==> src/rtl/uart_cmd_host.sv <==
// uart_cmd_host
//   Host-side command initiator. Accepts one request at a time, serializes it
//   into the UART command frame byte stream, then collects the response bytes
//   (LSB first) and returns a single response word, with an idle timeout.
//
// Ports
//   CLK, RST           clock, synchronous active-high reset
//   REQ_VALID/READY    request handshake (READY only in IDLE, never in reset)
//   REQ_TYPE           0 RF write, 1 RF read, 2 ALU w/ operands, 3 ALU w/o
//   REQ_ADDR           register address (types 0/1)
//   REQ_DATA_A/B       write data / operand A, operand B
//   REQ_FUN            ALU function (types 2/3)
//   TX_DATA/VALID/READY  frame byte stream toward UART TX
//   RX_DATA/VALID      received byte stream from UART RX (1-cycle pulses)
//   RSP_VALID          one-cycle response pulse
//   RSP_DATA           response word, held until the next acceptance
//   RSP_TIMEOUT        response incomplete (qualifies RSP_VALID)
module uart_cmd_host #(
  parameter int unsigned DATA_WIDTH = 8,
  parameter int unsigned ADDR_WIDTH = 4,
  parameter int unsigned TIMEOUT    = 1000
) (
  input  logic                    CLK,
  input  logic                    RST,
  input  logic                    REQ_VALID,
  output logic                    REQ_READY,
  input  logic [1:0]              REQ_TYPE,
  input  logic [ADDR_WIDTH-1:0]   REQ_ADDR,
  input  logic [DATA_WIDTH-1:0]   REQ_DATA_A,
  input  logic [DATA_WIDTH-1:0]   REQ_DATA_B,
  input  logic [3:0]              REQ_FUN,
  output logic [DATA_WIDTH-1:0]   TX_DATA,
  output logic                    TX_VALID,
  input  logic                    TX_READY,
  input  logic [DATA_WIDTH-1:0]   RX_DATA,
  input  logic                    RX_VALID,
  output logic                    RSP_VALID,
  output logic [2*DATA_WIDTH-1:0] RSP_DATA,
  output logic                    RSP_TIMEOUT
);

  localparam int unsigned CW = $clog2(TIMEOUT);
  localparam logic [CW-1:0] IDLE_LAST = CW'(TIMEOUT - 1);

  localparam logic [DATA_WIDTH-1:0] HDR_WR  = DATA_WIDTH'(8'hAA);
  localparam logic [DATA_WIDTH-1:0] HDR_RD  = DATA_WIDTH'(8'hBB);
  localparam logic [DATA_WIDTH-1:0] HDR_ALU = DATA_WIDTH'(8'hCC);
  localparam logic [DATA_WIDTH-1:0] HDR_FUN = DATA_WIDTH'(8'hDD);

  typedef enum logic [1:0] {
    S_IDLE,
    S_SEND,
    S_WAIT_RSP,
    S_DONE
  } state_e;

  state_e                  state_q, state_d;
  logic [1:0]              type_q, type_d;
  logic [ADDR_WIDTH-1:0]   addr_q, addr_d;
  logic [DATA_WIDTH-1:0]   a_q, a_d;
  logic [DATA_WIDTH-1:0]   b_q, b_d;
  logic [3:0]              fun_q, fun_d;
  logic [1:0]              idx_q, idx_d;
  logic [1:0]              rx_cnt_q, rx_cnt_d;
  logic [CW-1:0]           idle_q, idle_d;
  logic [2*DATA_WIDTH-1:0] rsp_data_q, rsp_data_d;
  logic                    rsp_to_q, rsp_to_d;

  logic [1:0]              frame_last;
  logic [1:0]              rsp_need;
  logic [1:0]              rx_cnt_inc;
  logic [DATA_WIDTH-1:0]   cur_byte;

  // Per-type frame length (as last byte index) and expected response bytes.
  always_comb begin
    frame_last = 2'd1;
    rsp_need   = 2'd2;
    unique case (type_q)
      2'd0: begin frame_last = 2'd2; rsp_need = 2'd0; end
      2'd1: begin frame_last = 2'd1; rsp_need = 2'd1; end
      2'd2: begin frame_last = 2'd3; rsp_need = 2'd2; end
      2'd3: begin frame_last = 2'd1; rsp_need = 2'd2; end
      default: ;
    endcase
  end

  // Frame byte selected by the latched request and the current byte index.
  always_comb begin
    cur_byte = '0;
    unique case (type_q)
      2'd0: begin
        unique case (idx_q)
          2'd0:    cur_byte = HDR_WR;
          2'd1:    cur_byte = DATA_WIDTH'(addr_q);
          2'd2:    cur_byte = a_q;
          default: cur_byte = '0;
        endcase
      end
      2'd1: begin
        unique case (idx_q)
          2'd0:    cur_byte = HDR_RD;
          2'd1:    cur_byte = DATA_WIDTH'(addr_q);
          default: cur_byte = '0;
        endcase
      end
      2'd2: begin
        unique case (idx_q)
          2'd0:    cur_byte = HDR_ALU;
          2'd1:    cur_byte = a_q;
          2'd2:    cur_byte = b_q;
          default: cur_byte = DATA_WIDTH'(fun_q);
        endcase
      end
      default: begin
        unique case (idx_q)
          2'd0:    cur_byte = HDR_FUN;
          2'd1:    cur_byte = DATA_WIDTH'(fun_q);
          default: cur_byte = '0;
        endcase
      end
    endcase
  end

  assign rx_cnt_inc = rx_cnt_q + 2'd1;

  always_ff @(posedge CLK) begin
    if (RST) begin
      state_q    <= S_IDLE;
      type_q     <= '0;
      addr_q     <= '0;
      a_q        <= '0;
      b_q        <= '0;
      fun_q      <= '0;
      idx_q      <= '0;
      rx_cnt_q   <= '0;
      idle_q     <= '0;
      rsp_data_q <= '0;
      rsp_to_q   <= 1'b0;
    end else begin
      state_q    <= state_d;
      type_q     <= type_d;
      addr_q     <= addr_d;
      a_q        <= a_d;
      b_q        <= b_d;
      fun_q      <= fun_d;
      idx_q      <= idx_d;
      rx_cnt_q   <= rx_cnt_d;
      idle_q     <= idle_d;
      rsp_data_q <= rsp_data_d;
      rsp_to_q   <= rsp_to_d;
    end
  end

  always_comb begin
    state_d    = state_q;
    type_d     = type_q;
    addr_d     = addr_q;
    a_d        = a_q;
    b_d        = b_q;
    fun_d      = fun_q;
    idx_d      = idx_q;
    rx_cnt_d   = rx_cnt_q;
    idle_d     = idle_q;
    rsp_data_d = rsp_data_q;
    rsp_to_d   = rsp_to_q;

    REQ_READY   = 1'b0;
    TX_VALID    = 1'b0;
    TX_DATA     = '0;
    RSP_VALID   = 1'b0;
    RSP_DATA    = rsp_data_q;
    RSP_TIMEOUT = rsp_to_q;

    unique case (state_q)
      S_IDLE: begin
        REQ_READY = !RST;
        if (REQ_VALID && !RST) begin
          type_d     = REQ_TYPE;
          addr_d     = REQ_ADDR;
          a_d        = REQ_DATA_A;
          b_d        = REQ_DATA_B;
          fun_d      = REQ_FUN;
          idx_d      = '0;
          rx_cnt_d   = '0;
          idle_d     = '0;
          rsp_data_d = '0;
          rsp_to_d   = 1'b0;
          state_d    = S_SEND;
        end
      end

      S_SEND: begin
        TX_VALID = 1'b1;
        TX_DATA  = cur_byte;
        if (TX_READY) begin
          if (idx_q == frame_last) begin
            idx_d   = '0;
            idle_d  = '0;
            state_d = (rsp_need == 2'd0) ? S_DONE : S_WAIT_RSP;
          end else begin
            idx_d = idx_q + 2'd1;
          end
        end
      end

      S_WAIT_RSP: begin
        // A byte on the expiry cycle wins over the timeout.
        if (RX_VALID) begin
          if (rx_cnt_q == 2'd0) begin
            rsp_data_d[DATA_WIDTH-1:0] = RX_DATA;
          end else begin
            rsp_data_d[2*DATA_WIDTH-1:DATA_WIDTH] = RX_DATA;
          end
          rx_cnt_d = rx_cnt_inc;
          idle_d   = '0;
          if (rx_cnt_inc == rsp_need) begin
            state_d = S_DONE;
          end
        end else if (idle_q == IDLE_LAST) begin
          rsp_to_d = 1'b1;
          state_d  = S_DONE;
        end else begin
          idle_d = idle_q + CW'(1);
        end
      end

      S_DONE: begin
        RSP_VALID = 1'b1;
        state_d   = S_IDLE;
      end

      default: state_d = S_IDLE;
    endcase
  end

endmodule

==> config.mk <==
export PLATFORM = sky130hd
export DESIGN_NAME = uart_cmd_host
export DESIGN_NICKNAME = d
export VERILOG_FILES = /design/src/rtl/uart_cmd_host.sv
export SDC_FILE = /design/constraint.sdc
export NUM_CORES = 1
export LEC_CHECK = 0
export CORE_AREA = 2 2 78 95
export CTS_BUF_LIST = sky130_fd_sc_hd__clkbuf_8 sky130_fd_sc_hd__clkbuf_16
export DETAILED_ROUTE_END_ITERATION = 8
export DIE_AREA = 0 0 80 97
export PLACE_DENSITY_LB_ADDON = 0.1
export SLEW_MARGIN = 20
export SYNTH_ARGS = -nofsm -noshare
export SYNTH_HDL_FRONTEND = slang
export SYNTH_SLANG_ARGS = --single-unit
==> constraint.sdc <==
create_clock -name CLK -period 2.1 [get_ports CLK]
set_clock_uncertainty 0.1 [all_clocks]
set_input_delay 0.525 -clock CLK [delete_from_list [all_inputs] [get_ports CLK]]
set_output_delay 0.525 -clock CLK [all_outputs]
set_load 0.02 [all_outputs]
* Word-level counts from Yosys, hierarchy flattened
Index checks and enable logic that the tools add are counted.
** Cells by class
- Mux-type cells :: 40
- Add/subtract/negate cells :: 3
- Equality and inequality tests :: 22
- Reductions and logical operators :: 20
** Operator list (count)
- 8-bit case mux with 3 select lines :: 3
- 10-bit 2-to-1 mux :: 5
- 16-bit 2-to-1 mux :: 2
- 16-bit case mux with 2 select lines :: 1
- 8-bit case mux with 2 select lines :: 2
- 10-bit case mux with 3 select lines :: 1
- 8-bit 2-to-1 mux :: 3
- 2-bit 2-to-1 mux :: 10
- 2-bit != test (second input constant) :: 8
- 2-bit case mux with 3 select lines :: 2
- 4-bit AND reduction :: 3
- 10-bit by 1-bit adder with 10-bit output (second input constant) :: 1
- 10-bit == test (second input constant) :: 1
- 2-bit == test (second input constant) :: 5
- 2-bit zero test :: 5
- 5-bit AND reduction :: 2
- 3-bit != test (second input constant) :: 3
- 2-bit case mux with 2 select lines :: 2
- 2-bit case mux with 4 select lines :: 1
- 1-bit 2-to-1 mux :: 7
- 2-bit by 1-bit == test with 1-bit output (second input constant) :: 3
- 3-bit AND reduction :: 2
- 2-bit by 1-bit adder with 2-bit output (second input constant) :: 2
- 2-bit == test :: 2
- 7 further kinds :: 9
** Storage, ports and cells
- Register bits after elaboration :: 59
- Bits of input ports :: 39
- Word-level logic and storage cells :: 97
- Output and inout bits :: 28

* Logic depth before layout (Yosys ltp)
- Depth in word-level cells :: 8
- Depth in mapped cells :: 8
- Gate-level depth less buffers :: 7

* Least setup slack after synthesis
No wires, ideal clock.
- Path type :: reg2out
- Start point :: register idx_q[0]
- End point :: output port TX_DATA[7]
- Slack :: -327 ps
- Arrival :: 1802 ps
- Stages on the path, launching flop included :: 9
- Buffers on the path :: 1
- Data required time :: 1475 ps
- Cell sequence :: dfxtp_1 -> inv_1 -> ha_1 -> clkbuf_1 -> mux2_2 -> a32oi_1 -> nor2_1 -> nor2_1 -> nor3b_1
** On the way
- Longest elaborated chain between the ends :: 4
- Elaborated cells between the ends (all ways) :: 9
- Those cells by class :: eq/ne (2); mux (6); reduce/logical (1)
** RTL lines
- start: declaration :: RTL line 63 : logic [1:0] idx_q, idx_d;
- start signal: assignment :: RTL line 146 : idx_q <= idx_d;
- 2-bit == test, or another cell as far along :: RTL line 92, 107
- 8-bit case mux with 3 select lines, or another cell as far along :: RTL line 107 : unique case (idx_q)
- 8-bit case mux with 3 select lines (*) :: RTL line 90 : unique case (type_q)
- 8-bit 2-to-1 mux (*) :: RTL line 174 : unique case (state_q)
- end: declaration :: RTL line 32 : output logic [DATA_WIDTH-1:0] TX_DATA,
Mark *: on every way between the ends. The rest lies on a longest branch, timed or not.

* Worst setup path in the final report
- Start point :: register idx_q[1]
- End point :: output port TX_DATA[4]
The elaborated chain is that of the path after synthesis.

==> results.py <==
metrics = {
    "status": {
        "status": "finished with violations",
        "violations": "negative setup slack",
    },
    "synth": {
        "syn_avg_cell_area_sq_um": 8.06,
        "seq_area_frac_synth_pct": 38.5,
        "ys_ff_latch": 59,
        "synth.top_cell.area_share_pct": 38.5,
        "synth_edf_count": 0,
        "yosysMostFrequentCell": "dfxtp_1",
        "yosysTopAreaCell": "dfxtp_1",
        "ys_warn_count": 0,
        "synth.distinct_cells": 50,
        "yosys-top-cells-count": "59 x dfxtp_1, 45 x nand2_1, 42 x o21ai_0",
        "synth.area.top_cells": "dfxtp_1 38%, o21ai_0 6.8%, mux2i_1 6.2%, nand2_1 5.5%, nand2b_1 5.3%",
        "synth_flop_cell": "dfxtp_1",
        "syn_area_sq_mm": 0.00307,
        "synthCells": 381,
        "synthArstFlopShare_pct": 0,
        "syn_nets": 430,
    },
    "sta": {
        "setup_viol": 15,
        "finalCriticalPeriod_ns": 2.47,
        "max_freq_mhz": 404,
        "slew_headroom_pct": 69.8,
        "finalSetupTns_ns": -3.35,
        "post-route-period-util_pct": 118,
        "rsz0062_at_grt": "true",
        "drv_slew": 0,
        "worst_slack_ns": -0.373,
        "worst_pin_slew_ns": 0.449,
        "finalHoldViolations": 0,
    },
    "cts": {
        "clockBufferDepth": 2,
        "numCtsBuffers": 9,
        "clk_pin_slew_ns": 0.07,
        "cts.sinks": 59,
        "worst_skew_pair.late_latency_ns": 0.34,
        "htree_levels": 3,
        "cts-root-buf": "clkbuf_8",
        "cts_tree": "yes",
    },
    "power": {
        "p_comb_share_pct": 45.5,
        "irDropWorstVdd_uv": 600,
        "power.share.sequential_pct": 31.5,
        "power_density_mw_per_mm2": 987,
        "intPower_mw": 2.86,
        "p_sw_share_pct": 35.9,
        "power_switching_mw": 1.60,
        "p_clk_share_pct": 23.0,
        "power_leakage_nw": 1.81,
        "total_power_mw": 4.46,
    },
    "route": {
        "initialDrtViolationCount": 108,
        "viasPerCell": 5.21,
        "avgRoutedWirePerCell_microns": 13.9,
        "num_vias": 3036,
        "ant_nets": 0,
        "routed_wl_microns": 8130,
        "remaining_drc_errors": 0,
        "first_pass_iters": 5,
    },
    "final_layout": {
        "synthToLayoutAreaGrowth_pct": 47.2,
        "design_area_sq_mm": 0.00452,
        "drive_above_1_share_pct": 24.4,
        "n_antenna_cell": 0,
        "finalNonFillerCells": 583,
        "fin_nets": 540,
        "finish.utilization_pct": 66.7,
    },
    "flow_run": {
        "max_cap_violations": 0,
    },
    "die": {
        "io_pins": 67,
        "die-area_sq_mm": 0.00776,
        "dieWidth_microns": 80,
        "coreArea_sq_mm": 0.00677,
        "start_util_pct": 45.3,
        "die_h_microns": 97,
        "fp-row-count": 33,
    },
    "worst_setup_path": {
        "worst_setup_path_end_kind": "output pin",
        "start_kind": "register",
        "reg2reg_from": "type_q[1]",
        "worstPathRequired_ns": 1.47,
        "crit_path_start": "idx_q[1]",
        "cp.arrival_ns": 1.85,
        "critPathKind": "reg -> out",
        "crit_path_max_fanout": 8,
    },
    "grt": {
        "grt_pass1_wl_microns": 13400,
        "grt.total_usage_pct": 21.9,
        "antenna_found_initial": 0,
        "grt.overflow.total": 0,
        "first_global_vias": 2874,
        "grt_max_degree": 53,
    },
    "hold_path": {
        "min_from": "b_q[2]",
        "hold_path_class": "reg -> reg",
    },
    "placed_design": {
        "gp_congestion": 0.899,
        "postPlaceCellArea_sq_mm": 0.00420,
        "dp.cells": 564,
        "dpl.hpwl_microns": 5830,
        "port_buffers": 66,
    },
}
state kept, by name (all words and copies together), names as in the netlist:
register     cells
RSP_DATA        16
idle_q          10
a_q              8
b_q              8
addr_q           4
fun_q            4
idx_q            2
rx_cnt_q         2
state_q          2
type_q           2
RSP_TIMEOUT      1
worst paths after layout:
kind           endpoint  slack [ns]  cells past startpoint
max          TX_DATA[4]       -0.37                      7
min              b_q[2]        0.38                      2
max reg2reg   idle_q[6]       -0.21                      7
min reg2reg      b_q[2]        0.38                      2
power groups by stage:
stage                     clock network, mW  registers [mW]  logic, mW
final                                  1.03            1.41       2.03
after detailed placement                  0            1.42       1.93
after floorplan                           0            1.40       1.12
after CTS                              1.04            1.40       1.97
after global routing                   1.10            1.42       2.22
after global placement                    0            1.42       1.91
layout by cell type, fill, tap and decap left out, types with 12 or more instances in the layout:
| master | netlist | routed |
|---|---|---|
| a21oi_1 | 26 | 24 |
| nand2_1 | 45 | 45 |
| nand2b_1 | 26 | 26 |
| mux2i_1 | 19 | 19 |
| dfxtp_1 | 59 | 54 |
| o21ai_0 | 42 | 37 |
| clkdlybuf4s50_1 | 0 | 54 |
| and2_1 | 12 | 12 |
| buf_4 | 0 | 56 |
| nor2_1 | 35 | 32 |
repair_timing:
action / in CTS / in global routing
buffers inserted: 2 / 1
gates resized for setup: 71 / 13
endpoints found under the setup margin: 23 / 27
pin swaps: 9 / 3
hold buffers: 0 / 0
per-layer routing:
metal / track usage [%] / part of all wire, %
met1: 26.2 / 43
met2: 36.9 / 51
met3: 6.62 / 4.5
met4: 7.04 / 1.7
met5: 0 / 0
cell families (layout without fill, tap and decap cells):
| family | after synthesis | after routing | share of synthesized area, % |
|---|---|---|---|
| mux | 20 | 20 | 6.56 |
| compound gates | 93 | 93 | 18.1 |
| fa+ha+maj | 10 | 10 | 4.08 |
| flops | 59 | 59 | 38.5 |
| xor+xnor | 6 | 6 | 1.71 |
| simple gates | 160 | 160 | 26.7 |
| buf+inv | 33 | 148 | 4.36 |
metrics by stage:
| step | setup slack (ns) | hold slack, ns |
|---|---|---|
| 6_report | -0.373 | 0.378 |
| 5_1_grt | -0.457 | 0.399 |
| 4_1_cts | -0.345 | 0.379 |
| 3_5_place_dp | -0.538 | 0.367 |
| 3_3_place_gp | -0.501 | 0.365 |
| 2_1_floorplan | -0.0948 | 0.342 |
critical path: stages, from the launching register on:
cell     delay, ns
dfxtp_2       0.33
buf_6         0.12
ha_4          0.18
mux2_4        0.31
a32oi_1       0.19
o21ai_1       0.10
and2_1        0.15
buf_6         0.13
final cells by class:
cell class | count | area, sq um
timing repair buffer | 123 | 1080
fill | 601 | 2250
inverter | 9 | 36.3
clock inverter | 6 | 55.1
multi-input combinational | 289 | 1910
sequential | 59 | 1190
clock buffer | 10 | 138
tap | 87 | 109
(Power assumes the default switching activity.)
